`config.mk`:
```
export PLATFORM = sky130hd
export DESIGN_NAME = cdtimer_bank
export DESIGN_NICKNAME = d
export VERILOG_FILES = /design/src/rtl/cdtimer_bank.sv
export SDC_FILE = /design/constraint.sdc
export NUM_CORES = 1
export LEC_CHECK = 0
export ABC_AREA = 0
export BUFFER_PORTS_ARGS = -buffer_cell sky130_fd_sc_hd__buf_2
export CAP_MARGIN = 5
export CORE_MARGIN = 2
export CORE_UTILIZATION = 29
export CTS_CLUSTER_SIZE = 30
export DETAILED_ROUTE_END_ITERATION = 8
export SKIP_LAST_GASP = 1
export SLEW_MARGIN = 20
export SYNTH_ARGS = -nofsm -noshare
export SYNTH_HDL_FRONTEND = slang
export SYNTH_SLANG_ARGS = --single-unit
```
`constraint.sdc`:
```
create_clock -name sysclk -period 4 [get_ports sysclk]
set_clock_uncertainty 0.15 [all_clocks]
set_input_delay 1 -clock sysclk [delete_from_list [all_inputs] [get_ports sysclk]]
set_output_delay 1 -clock sysclk [all_outputs]
set_load 0.01 [all_outputs]
```
`src/rtl/cdtimer_bank.sv`:
```
// cdtimer_bank: a bank of independent countdown timers behind a small register map.
// Each channel counts down on its selected timebase pulse and raises a sticky
// expiry flag when it reaches terminal count. In auto-reload mode it restarts
// from RELOAD; otherwise it parks at 0 until it is rewritten.
module cdtimer_bank #(
  parameter int NUM_CH = 4,
  parameter int WIDTH  = 16
) (
  input  logic                                sysclk,
  input  logic                                sysreset_n,
  input  logic [1:0]                          counter_event,
  input  logic [$clog2(NUM_CH):0]             addr,
  input  logic [WIDTH-1:0]                    data_in,
  input  logic                                load,
  output logic [WIDTH-1:0]                    data_out,
  output logic [NUM_CH-1:0]                   expired,
  output logic                                any_expired
);

  localparam int CH_W   = $clog2(NUM_CH);
  localparam int ADDR_W = CH_W + 1;

  // Per-channel state, gathered for readback and the expiry outputs
  logic [WIDTH-1:0] w_count  [NUM_CH];
  logic [2:0]       w_ctrl   [NUM_CH];
  logic [NUM_CH-1:0] w_sticky;
  logic [NUM_CH-1:0] w_enable;

  logic [CH_W-1:0]  w_ch;
  assign w_ch = addr[ADDR_W-1:1];

  genvar gi;
  generate
    for (gi = 0; gi < NUM_CH; gi++) begin : g_ch
      logic [WIDTH-1:0] r_count;
      logic [WIDTH-1:0] r_reload;
      logic [2:0]       r_ctrl;     // {tb_sel, auto_reload, enable}
      logic             r_sticky;
      logic             w_sel;
      logic             w_wr_count;
      logic             w_wr_ctrl;
      logic             w_tick;

      assign w_sel      = (w_ch == CH_W'(gi));
      assign w_wr_count = load & w_sel & ~addr[0];
      assign w_wr_ctrl  = load & w_sel &  addr[0];
      assign w_tick     = counter_event[r_ctrl[2]] & r_ctrl[0];

      // Channel update: a COUNT write overrides any tick in the same cycle;
      // an expiry tick beats a simultaneous sticky clear so no event is lost.
      always_ff @(posedge sysclk or negedge sysreset_n) begin
        if (!sysreset_n) begin
          r_count  <= '0;
          r_reload <= '0;
          r_ctrl   <= '0;
          r_sticky <= 1'b0;
        end else if (w_wr_count) begin
          r_count  <= data_in;
          r_reload <= data_in;
          r_sticky <= 1'b0;
        end else begin
          if (w_wr_ctrl) begin
            r_ctrl <= data_in[2:0];
            if (data_in[3]) begin
              r_sticky <= 1'b0;
            end
          end
          if (w_tick) begin
            if (r_count > WIDTH'(1)) begin
              r_count <= r_count - WIDTH'(1);
            end else if (r_count == WIDTH'(1)) begin
              r_sticky <= 1'b1;
              r_count  <= r_ctrl[1] ? r_reload : '0;
            end
          end
        end
      end

      assign w_count[gi]  = r_count;
      assign w_ctrl[gi]   = r_ctrl;
      assign w_sticky[gi] = r_sticky;
      assign w_enable[gi] = r_ctrl[0];
    end
  endgenerate

  assign expired     = w_sticky;
  assign any_expired = |(w_sticky & w_enable);

  // Combinational readback of the addressed COUNT or CTRL register
  always_comb begin
    data_out = '0;
    if (addr[0]) begin
      data_out = {{(WIDTH-4){1'b0}}, w_sticky[w_ch], w_ctrl[w_ch]};
    end else begin
      data_out = w_count[w_ch];
    end
  end

endmodule

```
; ---- After elaboration in Yosys (flattened, before gate mapping)
; Index checks and enable logic that the tools add are counted.
[op_classes]
add_sub_neg = 4
n_lt_le_gt_ge = 10
n_eq_ne = 7
muxes = 61
n_bitwise = 23
reduce_logical = 18
[op_table]
columns = operator, count
row1 = 2-to-1 mux 16 bit, 23
row2 = == test 16 x 1 -> 1 bit (second input constant), 4
row3 = > comparator 16 x 1 -> 1 bit (second input constant), 4
row4 = subtractor 16 x 1 -> 16 bit (second input constant), 4
row5 = 2-to-1 mux 1 bit, 33
row6 = binary-select mux 16 bit (select 2 bit), 1
row7 = bitwise AND 1 bit, 16
row8 = AND reduction 2 bit, 8
row9 = nonzero test 3 bit, 4
row10 = < comparator 1 x 2 -> 1 bit (second input constant), 4
row11 = nonzero test 2 bit, 4
row12 = binary-select mux 3 bit (select 2 bit), 1
row13 = 2-to-1 mux 3 bit, 2
row14 = inverter 1 bit, 5
row15 = bitwise AND 4 bit, 1
row16 = == test 2 bit (second input constant), 2
row17 = OR reduction 4 bit, 1
row18 = >= comparator 3 bit (second input constant), 1
row19 = < comparator 2 x 3 -> 1 bit (second input constant), 1
row20 = inverter 2 -> 3 bit, 1
row21 = binary-select mux 1 bit (select 2 bit), 1
row22 = == test 2 x 1 -> 1 bit (second input constant), 1
row23 = zero test 2 bit, 1
[totals]
ff_bits = 144
out_inout_bits = 21
wordCells = 139

; ---- Logic depth before layout (Yosys ltp)
; Gate-level depths: netlist of run 1.
[depth]
word_depth = 8
ltp_mapped = 9

; ---- Worst setup path after synthesis of run 1
; No wires, ideal clock.
[synth_path]
kind = input port to output port
start = in addr[2]
end = out data_out[1]
t_arrival_ns = 2.760
setup_slack_ns = 0.090
cell_stages = 4
n_path_buf = 2
cell_sequence = clkbuf_1 > buf_1 > mux4_2 > mux2_2
[synth_via]
elab_chain_cells = 5
elab_cells_between_ends = 8
classes_between = mux: 7 / bitwise: 1
[synth_rtl]
columns = element, line_no
row1 = from (decl), 12  ; input logic [$clog2(NUM_CH):0] addr,
row2 = inverter 2 -> 3 bit (implied by the code) (*), "93, 95"
row3 = binary-select mux 16 bit (select 2 bit) or binary-select mux 3 bit (select 2 bit) (tied branches), "95, 93"
row4 = 2-to-1 mux 16 bit (implied by the code) or 2-to-1 mux 3 bit (tied branches) (2 in series), "95, 93"
row5 = 2-to-1 mux 16 bit (*), 92  ; if (addr[0]) begin
row6 = to (decl), 15  ; output logic [WIDTH-1:0] data_out,
; Every way passes the cells marked *; elsewhere a longest branch is shown, timed or not. The select of a mux whose other input is x is not followed.

; ---- Worst setup path in the final report of run 1
[layout_path]
start = in addr[2]
end = out data_out[10]
[layout_via]
elab_chain_cells = 5
[layout_rtl]
columns = element, line_no
row1 = inverter 2 -> 3 bit (implied by the code), 95  ; data_out = w_count[w_ch];
row2 = binary-select mux 16 bit (select 2 bit), 95
row3 = 2-to-1 mux 16 bit (implied by the code) (2 in series), 95
row4 = 2-to-1 mux 16 bit, 92
; No other way between the ends. The select of a mux whose other input is x is not followed.

==> impl_metrics.csv, run 1 <==
group,metric,value,unit
run_status,outcome,"complete, no violations",
logic_synthesis,ys_seq_area_share,42.3,%
logic_synthesis,synth_area,8510,um2
place,portBuffers,44,
floorplanning,fp.dieH,175,um
worst_setup_path,criticalPathCategory,"in -> out",
logic_synthesis,synth_cells,972,
route,firstDrtPassIters,5,
sta,grt_setup_unrepaired,"false",
sta,worst-slew-pin-transition,0.937,ns
worst_setup_path,cp_max_fo,24,
clocking,root_buffer,"clkbuf_16",
clocking,path_clk_slew,0.07,ns
global_routing,grt_usage,18.7,%
clocking,post_cts_buffers,0,
logic_synthesis,ys_seq_elements,144,
place,place.gp.congestion,0.940,
floorplanning,coreArea,28800,um2
worst_setup_path,crit_required,2.85,ns
floorplanning,start_util,29.6,%
sta,finalSetupViolations,0,
logic_synthesis,ys_warn_count,0,
floorplanning,rows,62,
pwr,powerDensity,607,nW/um2
min_path,hold_end,"g_ch[0].r_reload[4]",
worst_setup_path,crit_family,"buffers and inverters",
worst_setup_path,reg2reg_slack,0.68,ns
worst_setup_path,cp-end-kind,"primary output",
logic_synthesis,synth.avg_cell_area,8.76,um2
sta,final-max-slew-violation-count,0,
floorplanning,dieArea,30700,um2
place,dp_hpwl,20200,um
sta,hold_viol,0,
sta,fmax,269,MHz
min_path,min_from,"g_ch[0].r_reload[4]",
route,routedWlPerCell,20.2,um
worst_setup_path,crit_chain,"buf_2 -> buf_4 -> mux4_2 -> nor2b_1 -> buf_2",
sta,fin_crit,3.72,ns
global_routing,grt_max_degree,65,
logic_synthesis,synth_flop_cell,"dfrtp_1",
worst_setup_path,reg2reg_from,"g_ch[3].r_count[8]",
final_layout,drive_gt1_share,15.6,%
sta,finalCritPeriodShare,93.0,%
logic_synthesis,yosysUniqueCellTypes,72,
final_layout,fillers,2959,
sta,fin_hold_ws,0.319,ns
global_routing,grt_overflow,0,
route,vias,7764,
logic_synthesis,synth_edf_count,0,
min_path,hp-class,"reg -> reg",
route,drcViolationCount,0,
pwr,p_leak,4.17,nW
final_layout,area_growth,14.4,%
sta,relSlewSlack,37.6,%
final_layout,fin_nets,1035,
clocking,hold_buffers,0,
worst_setup_path,crit_top_cell,"buf_2",
clocking,htree_levels,4,
worst_setup_path,critPathMaxStageDelay,0.54,ns
global_routing,first_global_vias,7377,
route,wl,28400,um
sta,finalSetupTns,0,ns
floorplanning,io_pins,45,
clocking,tritoncts,"built",
clocking,clock_path_buffers,2,
worst_setup_path,slowest_stage,"buf_2",
route,drtIter0Drc,942,
logic_synthesis,async_flop_share,100,%
min_path,worstHoldPathCells,2,
logic_synthesis,synth_fp_nets,1004,
clocking,cts.sink_count,144,
worst_setup_path,worstPathArrival,2.57,ns
clocking,ctsResizeCount,0,
worst_setup_path,rr_endpoint,"g_ch[3].r_count[12]",
route,via_per_inst,5.54,
worst_setup_path,reg2reg_depth,6,
clocking,clk-insertion-delay-late,0.44,ns
floorplanning,chipWidth,175,um
worst_setup_path,path_buf_inv,3,
route,ant_nets,0,
global_routing,grt_pass1_wl,44300,um
run,maxCapViolCount,0,
clocking,numCtsBuffers,17,
global_routing,antenna_found_initial,0,
pwr,ir_worst_vdd,0.346,mV
worst_setup_path,cp-start-kind,"primary input",
-- Yosys cell counts, types with 4 or more instances --
master	n	area share, %
buf_2	4	0.24
or4_1	6	0.53
and3_1	13	0.96
mux2i_1	6	0.71
nor3_1	31	1.8
a31oi_1	13	0.96
clkbuf_1	38	1.7
and2_1	6	0.44
a21oi_1	41	2.4
nor3b_1	5	0.44
dfrtp_1	144	42
a22oi_1	13	1.1
o21ai_0	63	3.7
o211ai_1	12	1.1
mux4_2	20	5.3
a32oi_1	5	0.51
a311oi_1	4	0.41
nand2_1	235	10
o31a_1	5	0.51
a21o_1	6	0.53
nor2_1	66	2.9
a211oi_1	4	0.35
nor4_1	11	0.81
xnor2_1	7	0.72
nand4_1	6	0.44
o22ai_1	5	0.37
buf_4	7	0.62
o31ai_1	10	0.88
nand3_1	31	1.8
ha_1	8	1.2
o2bb2ai_1	6	0.62
o21a_1	9	0.79
xor2_1	6	0.62
o221ai_1	4	0.41
o21ai_1	9	0.53
nor2b_1	18	1.3
inv_1	15	0.66
or3_1	12	0.88
mux2_2	17	2.2
-- cell usage in the layout (no fill, tap or decap), types with 10 or more instances in the layout --
cell and instances:
a21oi_1 41, a22oi_1 13, o21ai_0 63, inv_1 15, nor2_1 66, and3_1 13
or3_1 12, buf_2 43, buf_4 22, o31ai_1 10, nor4_1 11, mux2_2 17
nor2b_1 18, nand2_1 235, clkbuf_16 17, o211ai_1 12, a31oi_1 13, nor3_1 29
dfrtp_1 144, nand3_1 31, mux4_2 20
-- report_power, final --
part	internal [mW]	leakage [nW]	switching (mW)
registers	1.87	1.78	0.736
logic	0.785	2.11	0.947
clock network	0.827	0.279	0.747
total	3.48	4.17	2.43
-- worst max path at each step --
| stage | slack, ns | cells past startpoint | to | startpoint |
|---|---|---|---|---|
| after global placement | 0.28 | 5 | data_out[10] | addr[2] |
| after global routing | 0.16 | 5 | data_out[10] | addr[2] |
| final | 0.28 | 5 | data_out[10] | addr[2] |
| after floorplan | 0.09 | 4 | data_out[1] | addr[2] |
| after CTS | 0.28 | 5 | data_out[10] | addr[2] |
| after detailed placement | 0.28 | 5 | data_out[10] | addr[2] |
-- per-layer routing --
metal | vias to the layer above | track usage [%] | wire, um
met2 | 291 | 28.8 | 12800
met5 | - | 0 | 0
li1 | 3576 | - | -
met1 | 3850 | 26.3 | 12800
met3 | 47 | 3.74 | 1970
met4 | 0 | 6.28 | 746
-- state kept, by name, summed over array words and instances (netlist names) --
name and flops:
g_ch.r_count 64, g_ch.r_reload 64, g_ch.r_sticky 4, g_ch.r_ctrl 12
-- final cells by class --
type | count | area [um2] | area share (%)
multi-input cells | 758 | 4620 | 47.4
inverters | 15 | 56.3 | 0.578
well taps | 384 | 480 | 4.93
repair buffers | 67 | 412 | 4.23
clock inverters | 15 | 143 | 1.46
clock buffers | 17 | 425 | 4.37
flip-flops and latches | 144 | 3600 | 37.0
diodes | 1 | 2.50 | 0.0257
-- worst reg2reg max path, delay by kind of cell, from the launching register on --
kind             cells  cell delay (ns)
AO/OA/AOI/OAI        3             1.04
flip-flops           1             0.51
AND/OR/NAND/NOR      3             1.52
-- cells by family after synthesis --
| logic type | synth area share (%) |
|---|---|
| buffers and inverters | 3.64 |
| multiplexers | 8.24 |
| AND/OR/NAND/NOR | 25.1 |
| adder cells (fa/ha/maj) | 1.18 |
| AO/OA/AOI/OAI | 18.2 |
| XOR/XNOR | 1.34 |
| flip-flops | 42.3 |
-- through the flow --
step	cell area, um2	power (mW)	utilization (%)	setup slack [ns]	cells
6_report	9740	5.91	33.8	0.278	1401
5_1_grt	9740	6.25	33.8	0.156	1400
4_1_cts	9740	5.89	33.8	0.279	1400
3_3_place_gp	9170	4.29	31.9	0.284	1368
3_5_place_dp	9170	4.31	31.9	0.277	1368
2_1_floorplan	8510	3.60	-	0.0901	972
No activity file was read; power rests on OpenSTA's default activity.
==> inputs of run 2 (changes only) <==
- CORE_MARGIN: 2 -> default
==> run 2 against run 1 <==
  * Sequential power is essentially flat
  * Fmax is 0.51% lower
  * Global-route usage increased by 0.84 points
  * Setup slack worse by 0.019 ns
  * Count of clock-buffer cells in the layout unchanged
  * Routed wire length increased by 1.1%
  * Via count down 0.27%
  * Largest cell class unchanged
  * Clock power hardly changed
  * Final cell count is essentially flat
  * Flip-flop and latch count did not move
==> impl_metrics.csv, run 2 (same netlist as run 1, synthesis figures left out) <==
group,metric,value,unit
run_status,outcome,"complete, no violations",
clocking,tritoncts,"built",
run,maxCapViolCount,0,
worst_setup_path,reg2reg_depth,6,
route,via_per_inst,5.52,
clocking,root_buffer,"clkbuf_16",
min_path,min_from,"g_ch[1].r_reload[0]",
worst_setup_path,worstPathArrival,2.59,ns
worst_setup_path,rr_endpoint,"g_ch[3].r_count[12]",
sta,grt_setup_unrepaired,"false",
worst_setup_path,criticalPathCategory,"in -> out",
route,firstDrtPassIters,5,
worst_setup_path,reg2reg_slack,0.71,ns
sta,fin_hold_ws,0.324,ns
sta,finalSetupViolations,0,
pwr,comb_power_share,29.7,%
pwr,p_leak,4.17,nW
sta,fin_crit,3.74,ns
floorplanning,chipWidth,173,um
final_layout,final_common_cell,"nand2_1",
global_routing,grt_usage,19.6,%
global_routing,grt_max_degree,72,
clocking,clk-insertion-delay-late,0.44,ns
worst_setup_path,critPathMaxStageDelay,0.58,ns
route,vias,7743,
global_routing,first_global_vias,7435,
global_routing,grt_pass1_wl,45100,um
worst_setup_path,crit_chain,"buf_2 -> mux4_2 -> mux2_2 -> buf_2",
worst_setup_path,slowest_stage,"mux4_2",
worst_setup_path,crit_family,"multiplexers",
final_layout,diodes,0,
route,wl,28700,um
final_layout,fin_nets,1037,
pwr,ir_worst_vdd,0.308,mV
route,drcViolationCount,0,
worst_setup_path,crit_required,2.85,ns
clocking,path_clk_slew,0.07,ns
floorplanning,rows,62,
worst_setup_path,path_buf_inv,2,
clocking,clock_path_buffers,2,
route,routedWlPerCell,20.5,um
worst_setup_path,reg2reg_from,"g_ch[3].r_count[8]",
pwr,power_frac_clock,26.7,%
worst_setup_path,crit_top_cell,"buf_2",
clocking,numCtsBuffers,17,
floorplanning,start_util,29.6,%
sta,fmax,267,MHz
final_layout,layout_common_cells,"nand2_1, dfrtp_1, nor2_1",
route,ant_nets,0,
sta,worst-slew-pin-transition,0.995,ns
sta,relSlewSlack,33.7,%
place,place.gp.congestion,0.930,
min_path,hold_end,"g_ch[1].r_reload[0]",
clocking,hold_buffers,0,
min_path,hp-class,"reg -> reg",
sta,final-max-slew-violation-count,0,
sta,finalCritPeriodShare,93.5,%
floorplanning,coreArea,28800,um2
global_routing,antenna_found_initial,1,
final_layout,drive_gt1_share,15.7,%
sta,hold_viol,0,
worst_setup_path,cp-start-kind,"primary input",
place,portBuffers,44,
worst_setup_path,cp_max_fo,25,
final_layout,final_core_util,33.9,%
final_layout,largest_registers,"g_ch.r_count: 64 flops, g_ch.r_reload: 64 flops, g_ch.r_ctrl: 12 flops",
worst_setup_path,startpoint,"addr[2]",
final_layout,area_growth,14.6,%
sta,finalSetupTns,0,ns
worst_setup_path,cp-end-kind,"primary output",
floorplanning,fp.dieH,173,um
pwr,internal-power,3.53,mW
route,drtIter0Drc,765,
clocking,post_cts_buffers,0,
pwr,p_switching,2.41,mW
pwr,powerDensity,609,nW/um2
min_path,worstHoldPathCells,2,
pwr,netSwitchingFraction,40.5,%
clocking,htree_levels,4,
global_routing,grt_overflow,0,
floorplanning,dieArea,30000,um2
place,dp_hpwl,20700,um
clocking,cts.sink_count,144,
floorplanning,io_pins,45,
pwr,seqPwrFrac,43.6,%
clocking,ctsResizeCount,0,
==> run 2: per-stage QoR <==
step	setup WS [ns]	power [mW]	cells	cell area (um2)
6_report	0.259	5.94	1402	9760
5_1_grt	0.166	6.27	1402	9760
4_1_cts	0.237	5.93	1402	9760
3_5_place_dp	0.239	4.33	1370	9180
3_3_place_gp	0.264	4.30	1370	9180
2_1_floorplan	0.0901	3.60	972	8510
==> run 2: routing by layer <==
layer	vias to the layer above	share of wire (%)	GRT usage (%)
met2	261	46	30.6
met4	0	3.3	7.15
li1	3587	-	-
met1	3834	44	26.6
met3	61	6.4	4.17
met5	-	0	0
==> run 2: worst max-delay path by stage <==
stage	end	slack (ns)	cells after the start
6_report	data_out[1]	0.26	4
5_1_grt	data_out[1]	0.17	4
4_1_cts	data_out[1]	0.24	4
3_5_place_dp	data_out[1]	0.24	4
3_3_place_gp	data_out[1]	0.26	4
2_1_floorplan	data_out[1]	0.09	4
==> run 2: final cells by class <==
cell class,count,area (um2)
multi-input cells,758,4620
flip-flops and latches,144,3600
repair buffers,69,427
well taps,384,480
clock buffers,17,425
clock inverters,15,150
inverters,15,56.3
fillers,2966,19000
==> run 2: power by group through the flow <==
stage / logic (mW) / clock network [mW] / registers, mW
2_1_floorplan: 1.36 / 0 / 2.24
3_3_place_gp: 1.71 / 0 / 2.59
3_5_place_dp: 1.74 / 0 / 2.59
4_1_cts: 1.75 / 1.61 / 2.57
5_1_grt: 1.96 / 1.67 / 2.64
6_report: 1.76 / 1.58 / 2.59
==> run 2: worst min-delay path: cells and delay by family, from the launching register on <==
| family | cells | cell delay [ns] |
|---|---|---|
| and+or+nand+nor | 2 | 0.11 |
| DFF | 1 | 0.34 |
==> inputs of run 3 (changes only) <==
- CTS_CLUSTER_DIAMETER: default -> 80
- REMOVE_ABC_BUFFERS: default -> 1
==> run 3 against run 2 <==
  * Worst hold slack lost 0.0052 ns
  * Final cell count is 0.29% lower
  * Flip-flop and latch count did not move
  * Register-to-register slack worse by 0.10 ns
  * First-iteration DRC count grew 26%
  * Critical path type unchanged
  * Critical endpoint is now data_out[13]
  * Largest cell class unchanged
==> impl_metrics.csv, run 3 (same netlist as run 1, synthesis figures left out) <==
group,metric,value,unit
floorplanning,fp.dieH,173,um
final_layout,final-instance-count-excl-fill,1398,
clocking,numCtsBuffers,17,
pwr,ir_worst_vdd,0.348,mV
clocking,hold_buffers,0,
sta,fin_crit,3.56,ns
sta,fin_hold_ws,0.319,ns
worst_setup_path,cp-end-kind,"primary output",
final_layout,diodes,0,
route,drcViolationCount,0,
worst_setup_path,slowest_stage,"mux4_2",
clocking,root_buffer,"clkbuf_16",
clocking,cts.sink_count,144,
clocking,path_clk_slew,0.06,ns
sta,finalSetupViolations,0,
clocking,clock_path_buffers,2,
worst_setup_path,crit_top_cell,"buf_2",
global_routing,grt_overflow,0,
min_path,hp-class,"reg -> reg",
sta,finalCritPeriodShare,89.1,%
global_routing,antenna_found_initial,1,
route,vias,7846,
clocking,ctsResizeCount,0,
floorplanning,rows,62,
final_layout,fillers,2921,
sta,final-max-slew-violation-count,0,
global_routing,first_global_vias,7364,
global_routing,grt_max_degree,70,
worst_setup_path,cp-start-kind,"primary input",
sta,hold_viol,0,
worst_setup_path,crit_chain,"buf_2 -> buf_12 -> mux4_2 -> nor2b_1 -> buf_2",
worst_setup_path,worstPathArrival,2.41,ns
route,drtIter0Drc,967,
floorplanning,io_pins,45,
floorplanning,chipWidth,173,um
pwr,p_leak,4.16,nW
sta,finalSetupTns,0,ns
worst_setup_path,reg2reg_slack,0.61,ns
floorplanning,start_util,29.6,%
worst_setup_path,cp_max_fo,14,
pwr,powerDensity,617,nW/um2
final_layout,final_cell_area,9760,um2
worst_setup_path,crit_required,2.85,ns
floorplanning,coreArea,28800,um2
place,dp_hpwl,20200,um
route,via_per_inst,5.61,
place,dpl_cell_area,9170,um2
sta,fmax,281,MHz
worst_setup_path,critPathMaxStageDelay,0.50,ns
final_layout,fin_nets,1033,
clocking,htree_levels,4,
global_routing,grt_usage,19.3,%
place,portBuffers,44,
place,place.gp.congestion,0.942,
sta,grt_setup_unrepaired,"false",
final_layout,layout_common_cells,"nand2_1, dfrtp_1, nor2_1",
route,firstDrtPassIters,5,
global_routing,grt_pass1_wl,44600,um
sta,worst-slew-pin-transition,0.865,ns
run_status,outcome,"complete, no violations",
run,maxCapViolCount,0,
place,post-place-cells,1366,
final_layout,largest_registers,"g_ch.r_count: 64 flops, g_ch.r_reload: 64 flops, g_ch.r_ctrl: 12 flops",
route,ant_nets,0,
final_layout,final_common_cell,"nand2_1",
final_layout,drive_gt1_share,15.2,%
worst_setup_path,criticalPathCategory,"in -> out",
clocking,post_cts_buffers,0,
clocking,clk-insertion-delay-late,0.43,ns
sta,relSlewSlack,42.0,%
route,wl,28700,um
final_layout,area_growth,14.6,%
clocking,tritoncts,"built",
floorplanning,dieArea,30000,um2
route,routedWlPerCell,20.5,um
## run 3: worst paths after layout
check | start | endpoint | cells after the start
max | addr[2] | data_out[13] | 5
min | g_ch[0].r_reload[12] | g_ch[0].r_reload[12] | 2
max reg2reg | g_ch[3].r_count[8] | g_ch[3].r_count[4] | 6
min reg2reg | g_ch[0].r_reload[12] | g_ch[0].r_reload[12] | 2
max in group asynchronous | sysreset_n | g_ch[3].r_reload[0] | 2
min in group asynchronous | sysreset_n | g_ch[2].r_count[7] | 1
## run 3: stage by stage
step / setup WS (ns) / utilization, % / total power, mW
2_1_floorplan: 0.363 / - / 3.56
6_report: 0.436 / 33.9 / 6.02
5_1_grt: 0.363 / 33.9 / 6.33
3_5_place_dp: 0.446 / 31.8 / 4.33
4_1_cts: 0.441 / 33.9 / 5.98
3_3_place_gp: 0.448 / 31.8 / 4.30
## run 3: final cells by class
class	count	area, um2	share of cell area [%]
Clock buffer	19	433	4.44
Clock inverter	13	163	1.67
Inverter	15	56.3	0.577
Multi-Input combinational cell	758	4620	47.3
Sequential cell	144	3600	36.9
Tap cell	384	480	4.92
Timing Repair Buffer	65	409	4.19
## run 3: per-layer routing
| layer | global-route usage, % | wire length, um | vias to the layer above |
|---|---|---|---|
| met4 | 6.49 | 716 | 0 |
| met2 | 30.5 | 13400 | 334 |
| li1 | - | - | 3568 |
| met3 | 3.49 | 2120 | 45 |
| met5 | 0 | 0 | - |
| met1 | 26.5 | 12500 | 3899 |
## run 3: power by group
group / total (mW) / internal (mW) / switching [mW] / leakage, nW
logic: 1.75 / 0.784 / 0.962 / 2.11
registers: 2.62 / 1.87 / 0.755 / 1.78
clock network: 1.65 / 0.982 / 0.669 / 0.272
total: 6.02 / 3.64 / 2.39 / 4.16
## run 3: worst max-delay path, delay by kind of cell
family | cells | cell delay, ns
muxes | 1 | 0.50
buffers and inverters | 3 | 0.70
and+or+nand+nor | 1 | 0.19
